`config.mk`:
```
export PLATFORM = sky130hd
export DESIGN_NAME = alt_vipvfr131_common_pack_data
export DESIGN_NICKNAME = d
export VERILOG_FILES = /design/src/rtl/alt_vipvfr131_common_pkg.sv /design/src/rtl/alt_vipvfr131_common_pack_out_reg.sv /design/src/rtl/alt_vipvfr131_common_pack_data.sv
export SDC_FILE = /design/constraint.sdc
export NUM_CORES = 1
export LEC_CHECK = 0
export CAP_MARGIN = 0
export CORE_MARGIN = 1
export CORE_UTILIZATION = 60
export DETAILED_ROUTE_END_ITERATION = 6
export DONT_BUFFER_PORTS = 1
export GPL_TIMING_DRIVEN = 0
export PLACE_DENSITY = 0.84
export SYNTH_ARGS = -nofsm -noshare
export SYNTH_HDL_FRONTEND = slang
export SYNTH_SLANG_ARGS = --single-unit
export TNS_END_PERCENT = 10
```
`constraint.sdc`:
```
create_clock -name clock -period 3.1 [get_ports clock]
set_input_delay 0.31 -clock clock [delete_from_list [all_inputs] [get_ports clock]]
set_output_delay 0.31 -clock clock [all_outputs]
set_load 0.01 [all_outputs]
```
`src/rtl/alt_vipvfr131_common_pkg.sv`:
```
// Shared definitions for the vipvfr131 frame-buffer packing blocks.
//   clog2          : ceiling log2, used to size derived counters at elaboration
//   flush_state_e  : two-state flush FSM encoding shared by packers
package alt_vipvfr131_common_pkg;

  function automatic int unsigned clog2(input int unsigned value);
    int unsigned result;
    int unsigned span;
    result = 0;
    span   = 1;
    while (span < value) begin
      span   = span << 1;
      result = result + 1;
    end
    return result;
  endfunction

  typedef enum logic {
    StIdle  = 1'b0,
    StFlush = 1'b1
  } flush_state_e;

endpackage

```
`src/rtl/alt_vipvfr131_common_pack_out_reg.sv`:
```
// Single-entry output holding register for packers.
//   clock, reset_n : clock and asynchronous active-low reset
//   load           : capture load_data this cycle (only raise when slot_free)
//   load_data      : word to present on data_out
//   stall_out      : downstream cannot take data_out this cycle
//   data_out       : held word, stable while write_out && stall_out
//   write_out      : data_out valid
//   slot_free      : the register can accept a new word this cycle
module alt_vipvfr131_common_pack_out_reg #(
  parameter int unsigned WIDTH = 128
) (
  input  logic             clock,
  input  logic             reset_n,
  input  logic             load,
  input  logic [WIDTH-1:0] load_data,
  input  logic             stall_out,
  output logic [WIDTH-1:0] data_out,
  output logic             write_out,
  output logic             slot_free
);

  logic             valid_q;
  logic [WIDTH-1:0] data_q;

  // Free when empty, or when the held word leaves at this edge.
  assign slot_free = !valid_q || !stall_out;
  assign data_out  = data_q;
  assign write_out = valid_q;

  always_ff @(posedge clock or negedge reset_n) begin
    if (!reset_n) begin
      valid_q <= 1'b0;
      data_q  <= '0;
    end else if (load) begin
      valid_q <= 1'b1;
      data_q  <= load_data;
    end else if (!stall_out) begin
      valid_q <= 1'b0;
    end
  end

endmodule

```
`src/rtl/alt_vipvfr131_common_pack_data.sv`:
```
// Packs narrow pixel words into wide memory words as a continuous LSB-first
// bitstream; pixels may straddle memory words. A flush pulse emits any residual
// bits as a zero-padded final word.
//   clock, reset_n : clock and asynchronous active-low reset
//   data_in        : pixel from user side
//   write_in       : data_in valid, taken when write_in && !stall_in
//   stall_in       : cannot accept a pixel this cycle
//   data_out       : packed memory word
//   write_out      : data_out valid
//   stall_out      : memory side cannot take data_out this cycle
//   flush          : single-cycle pulse requesting residual emission
//   busy           : flush in progress
module alt_vipvfr131_common_pack_data
  import alt_vipvfr131_common_pkg::*;
#(
  parameter int unsigned DATA_WIDTH_IN  = 24,
  parameter int unsigned DATA_WIDTH_OUT = 128,
  parameter int unsigned FILL_WIDTH     = clog2(DATA_WIDTH_IN + DATA_WIDTH_OUT)
) (
  input  logic                      clock,
  input  logic                      reset_n,
  input  logic [DATA_WIDTH_IN-1:0]  data_in,
  input  logic                      write_in,
  output logic                      stall_in,
  output logic [DATA_WIDTH_OUT-1:0] data_out,
  output logic                      write_out,
  input  logic                      stall_out,
  input  logic                      flush,
  output logic                      busy
);

  localparam int unsigned ACC_WIDTH = DATA_WIDTH_OUT + DATA_WIDTH_IN - 1;
  localparam logic [FILL_WIDTH-1:0] OUT_F = FILL_WIDTH'(DATA_WIDTH_OUT);
  localparam logic [FILL_WIDTH-1:0] IN_F  = FILL_WIDTH'(DATA_WIDTH_IN);

  if (DATA_WIDTH_IN > DATA_WIDTH_OUT) begin : g_width_check
    $error("DATA_WIDTH_IN must not exceed DATA_WIDTH_OUT");
  end

  flush_state_e              state_q;
  logic [ACC_WIDTH-1:0]      acc_q, acc_d, acc_shift, pixel_ext;
  logic [FILL_WIDTH-1:0]     fill_q, fill_d, fill_shift;
  logic [DATA_WIDTH_OUT-1:0] pad_mask, load_data;
  logic                      xfer, pad, accept, load, slot_free;

  always_comb begin
    xfer     = (fill_q >= OUT_F) && slot_free;
    // Trailing partial word, only while flushing.
    pad      = (state_q == StFlush) && (fill_q != '0) && (fill_q < OUT_F) && slot_free;
    stall_in = (state_q == StFlush) || ((fill_q >= OUT_F) && !slot_free);
    accept   = write_in && !stall_in;

    acc_shift  = acc_q;
    fill_shift = fill_q;
    if (xfer) begin
      acc_shift  = acc_q >> DATA_WIDTH_OUT;
      fill_shift = fill_q - OUT_F;
    end
    // New pixel lands just above the bits surviving this cycle's transfer.
    pixel_ext = ACC_WIDTH'(data_in) << fill_shift;

    pad_mask  = ~({DATA_WIDTH_OUT{1'b1}} << fill_q);
    load      = xfer || pad;
    load_data = pad ? (acc_q[DATA_WIDTH_OUT-1:0] & pad_mask) : acc_q[DATA_WIDTH_OUT-1:0];

    if (pad) begin
      acc_d  = '0;
      fill_d = '0;
    end else if (accept) begin
      acc_d  = acc_shift | pixel_ext;
      fill_d = fill_shift + IN_F;
    end else begin
      acc_d  = acc_shift;
      fill_d = fill_shift;
    end
  end

  always_ff @(posedge clock or negedge reset_n) begin
    if (!reset_n) begin
      state_q <= StIdle;
      acc_q   <= '0;
      fill_q  <= '0;
    end else begin
      acc_q  <= acc_d;
      fill_q <= fill_d;
      unique case (state_q)
        // A flush with nothing left after this cycle never enters StFlush.
        StIdle:  if (flush && (fill_d != '0)) state_q <= StFlush;
        StFlush: if (fill_d == '0) state_q <= StIdle;
        default: state_q <= StIdle;
      endcase
    end
  end

  assign busy = (state_q == StFlush);

  alt_vipvfr131_common_pack_out_reg #(
    .WIDTH (DATA_WIDTH_OUT)
  ) u_out_reg (
    .clock     (clock),
    .reset_n   (reset_n),
    .load      (load),
    .load_data (load_data),
    .stall_out (stall_out),
    .data_out  (data_out),
    .write_out (write_out),
    .slot_free (slot_free)
  );

endmodule

```
==> results.md <==
* Gr busiest metal: met2
* Worst slew margin at 0.130
* Clock Pin Slew Worst Setup and Hold Paths at 70 ps
* Unique masters post-synth at 66
* Synth Net Count at 1532
* Met2 Usage GRT at 0.780
* #FFs+latches synth at 289
* Vias at 14.5k
* Clock Skew at 27.2 ps
* Tightest Pin Transition at 1300 ps
* RR Startpoint: u_out_reg.write_out
* Post-synth EDFFs at 0
* Pre-antenna DRT Iters at 7
* Synth top cells by count: dfrtp_1, nand2_1, o21ai_0
* Met1 Use GR at 0.676
* Vias per cell at 7.75
* CTS tree: yes
* Sequential share of the synthesized area at 0.498
* Syn Area/Cell at 9.69 µm²
* Synth area leaders: dfrtp_1, nand2_1, o21ai_0
* Max rail drop VDD at 0.622 mV
* Max cap viols at 0
* Outcome: finished, violations left
* Fin. max-slew vios at 0
* Yosys warnings at 0
* Final Cycle Share at 1.07
* Leak at 6.98 nW
* DRC viols at 3
* Layout cells sized above 1 at 0.130
* Die area at 24800 µm²
* Hold Slack at -567 ps
* Starting density of the core at 0.615
* Worst setup path class: reg -> reg
* CP startpoint kind: flip-flop
* Reg2Reg Depth at 6
* R2R Path End: acc_q[64]
* Flop2flop setup slack at -210 ps
* Largest net degree at the start of global routing at 290
* Post-route ant nets at 0
* Vias in the first global route at 13.9k
* GRT met3 Usage at 0.277
* Die Y at 158 µm
* Horiz. Die Dim at 158 µm
* Fmax at 302 MHz
* GR Overflow Total at 0
* Mapped Cells at 1499
* Ys async rst share at 1.00
* Clock tree buffer depth at 3
* Io pins at 160
* Mapped Area at 14500 µm²
* Failing checks: design-rule violations, negative hold slack, negative setup slack
* Int Pwr at 8.57 mW
* Post-layout min period at 3310 ps
* Clock group share of total power at 0.214
* Switching Share at 0.493
* Cell with the most instances after synthesis: dfrtp_1
* Crit path required time at 3500 ps
* Area leader, netlist: dfrtp_1
* Main synth FF type: dfrtp_1
* Worst hold path class: in -> async
* Worst Setup End Kind: flip-flop
* RSZ-0062 raised after global routing: yes
* Area Overhead vs Synth at 10.3%
* Hold-fix buffers, CTS at 1
* Antenna violations before repair at 6
* H-Tree Depth at 1
* First-pass GRT wire length at 97500 µm
* Setup tns final at -3540 ps
* CP Max Fanout at 10
* Setup ws final at -213 ps
* DR WL/cell at 36.9 µm
* Logic pwr share at 0.454
* WL final at 69200 µm
* Final setup viols at 36
* Power per cell area at 1060 nW/µm²
* Dpl ws at -259 ps
* Port bufs at 0
* P_sw at 8.35 mW
* WP data arrival at 3710 ps
* Placer Congestion at 1.13
* Share of the synthesized area in the top cell type at 0.498
* Fin nets at 1566
* Worst-Skew Late Latency at 580 ps
* Detail Placement HPWL at 49100 µm
* Core ar. at 23600 µm²
* Total CTS buffers at 29
* Iter 0 DRT Violations at 2802
* Sequential power share at 0.332
* Row count at 56
* GRT Total Usage at 0.568
* Root Driver: clkbuf_16
* Sink Count at 289
* Fin. Hold Viols at 289
## stage by stage
step | total power [mW] | cell area [µm²] | util | cells
3_3_place_gp | 12.2 | 14900 | 0.632 | 1818
4_1_cts | 16.0 | 16000 | 0.676 | 1872
2_1_floorplan | 9.32 | 14500 | - | 1499
6_report | 16.9 | 16000 | 0.678 | 1876
5_1_grt | 17.1 | 16000 | 0.678 | 1872
3_5_place_dp | 12.4 | 15000 | 0.633 | 1820
## sequential cells by signal (all words and copies together) (netlist names)
name	cells
u_out_reg.data_out	128
busy	1
fill_q	8
u_out_reg.write_out	1
acc_q	151
## how the worst max path moves through the flow
stage                              startpoint                endpoint  slack, ps  cells past startpoint
final                     u_out_reg.write_out               acc_q[64]       -210                      6
after global routing                     busy                acc_q[7]       -210                      7
after CTS                 u_out_reg.write_out  u_out_reg.data_out[77]       -180                      6
after detailed placement                 busy               acc_q[74]       -260                      8
after global placement              fill_q[1]              acc_q[112]       -600                      9
after floorplan                     fill_q[3]                    busy        750                     10
## critical path: stages (launching register included)
cell and delay (ps):
dfrtp_1 480, a21oi_1 650, o311a_1 280, buf_4 190, clkbuf_1 670, clkbuf_1 690, o32ai_1 170
## power groups by stage
stage | Sequential, mW | Clock (mW) | Combinational [mW]
after floorplan | 5.36 | 0 | 3.96
after global placement | 5.57 | 0 | 6.68
after detailed placement | 5.61 | 0 | 6.83
after CTS | 5.57 | 3.55 | 6.92
after global routing | 5.69 | 3.69 | 7.72
final | 5.62 | 3.61 | 7.68
## layout by cell type (no fill, tap or decap), drive strengths merged, types with 5 or more instances in the layout
cell     netlist  routed
a2bb2oi        6       6
nand3         28      28
o21ai        208     208
and3           6       6
a21oi         81      81
dfrtp        289     289
a222oi         5       5
a32oi         13      13
o31ai          6       6
nand2        274     274
a31oi         23      23
nor2          89      89
mux2          29      29
a32o          11      11
o22ai          7       7
o221ai        17      17
and2           9       9
nand2b        16      16
mux2i         41      41
nor3          17      17
inv           13      14
a22oi         28      28
a211oi         7       7
a22o          57      57
clkbuf        77     123
buf           51      49
o211ai         8       8
mux4          26      26
clkinv         0       5
o21a           5       5
## logic make-up (layout without fill, tap and decap cells)
logic type,Yosys count,in the layout,share of synthesized area
AO/OA/AOI/OAI,504,504,0.223
XOR/XNOR,2,2,0.00121
adder cells (fa/ha/maj),4,4,0.00345
buffers and inverters,141,195,0.0459
flip-flops,289,289,0.498
multiplexers,96,96,0.0916
other,0,4,0
AND/OR/NAND/NOR,463,463,0.137
## repair_timing
action / CTS / global route
pin swaps: 0 / 1
setup buffers: 0 / 0
gates cloned: 0 / 0
endpoints found under the hold margin: 290 / 289
setup endpoints to repair: 70 / 94
resized for setup: 18 / 30
## area by class of cell
class / instances / area [µm²]
inverters: 13 / 48.8
fillers: 1841 / 7590
multi-input cells: 1069 / 6700
diodes: 4 / 10.0
clock buffers: 42 / 845
flip-flops and latches: 289 / 7230
well taps: 319 / 399
repair buffers: 3 / 32.5
clock inverters: 9 / 105
plain buffers: 128 / 644
## routing by layer
| metal | wire, µm | part of all wire |
|---|---|---|
| met1 | 23300 | 0.34 |
| met2 | 27900 | 0.40 |
| met3 | 11200 | 0.16 |
| met4 | 6670 | 0.096 |
| met5 | 77 | 0.0011 |
No activity file was read; power rests on OpenSTA's default activity.
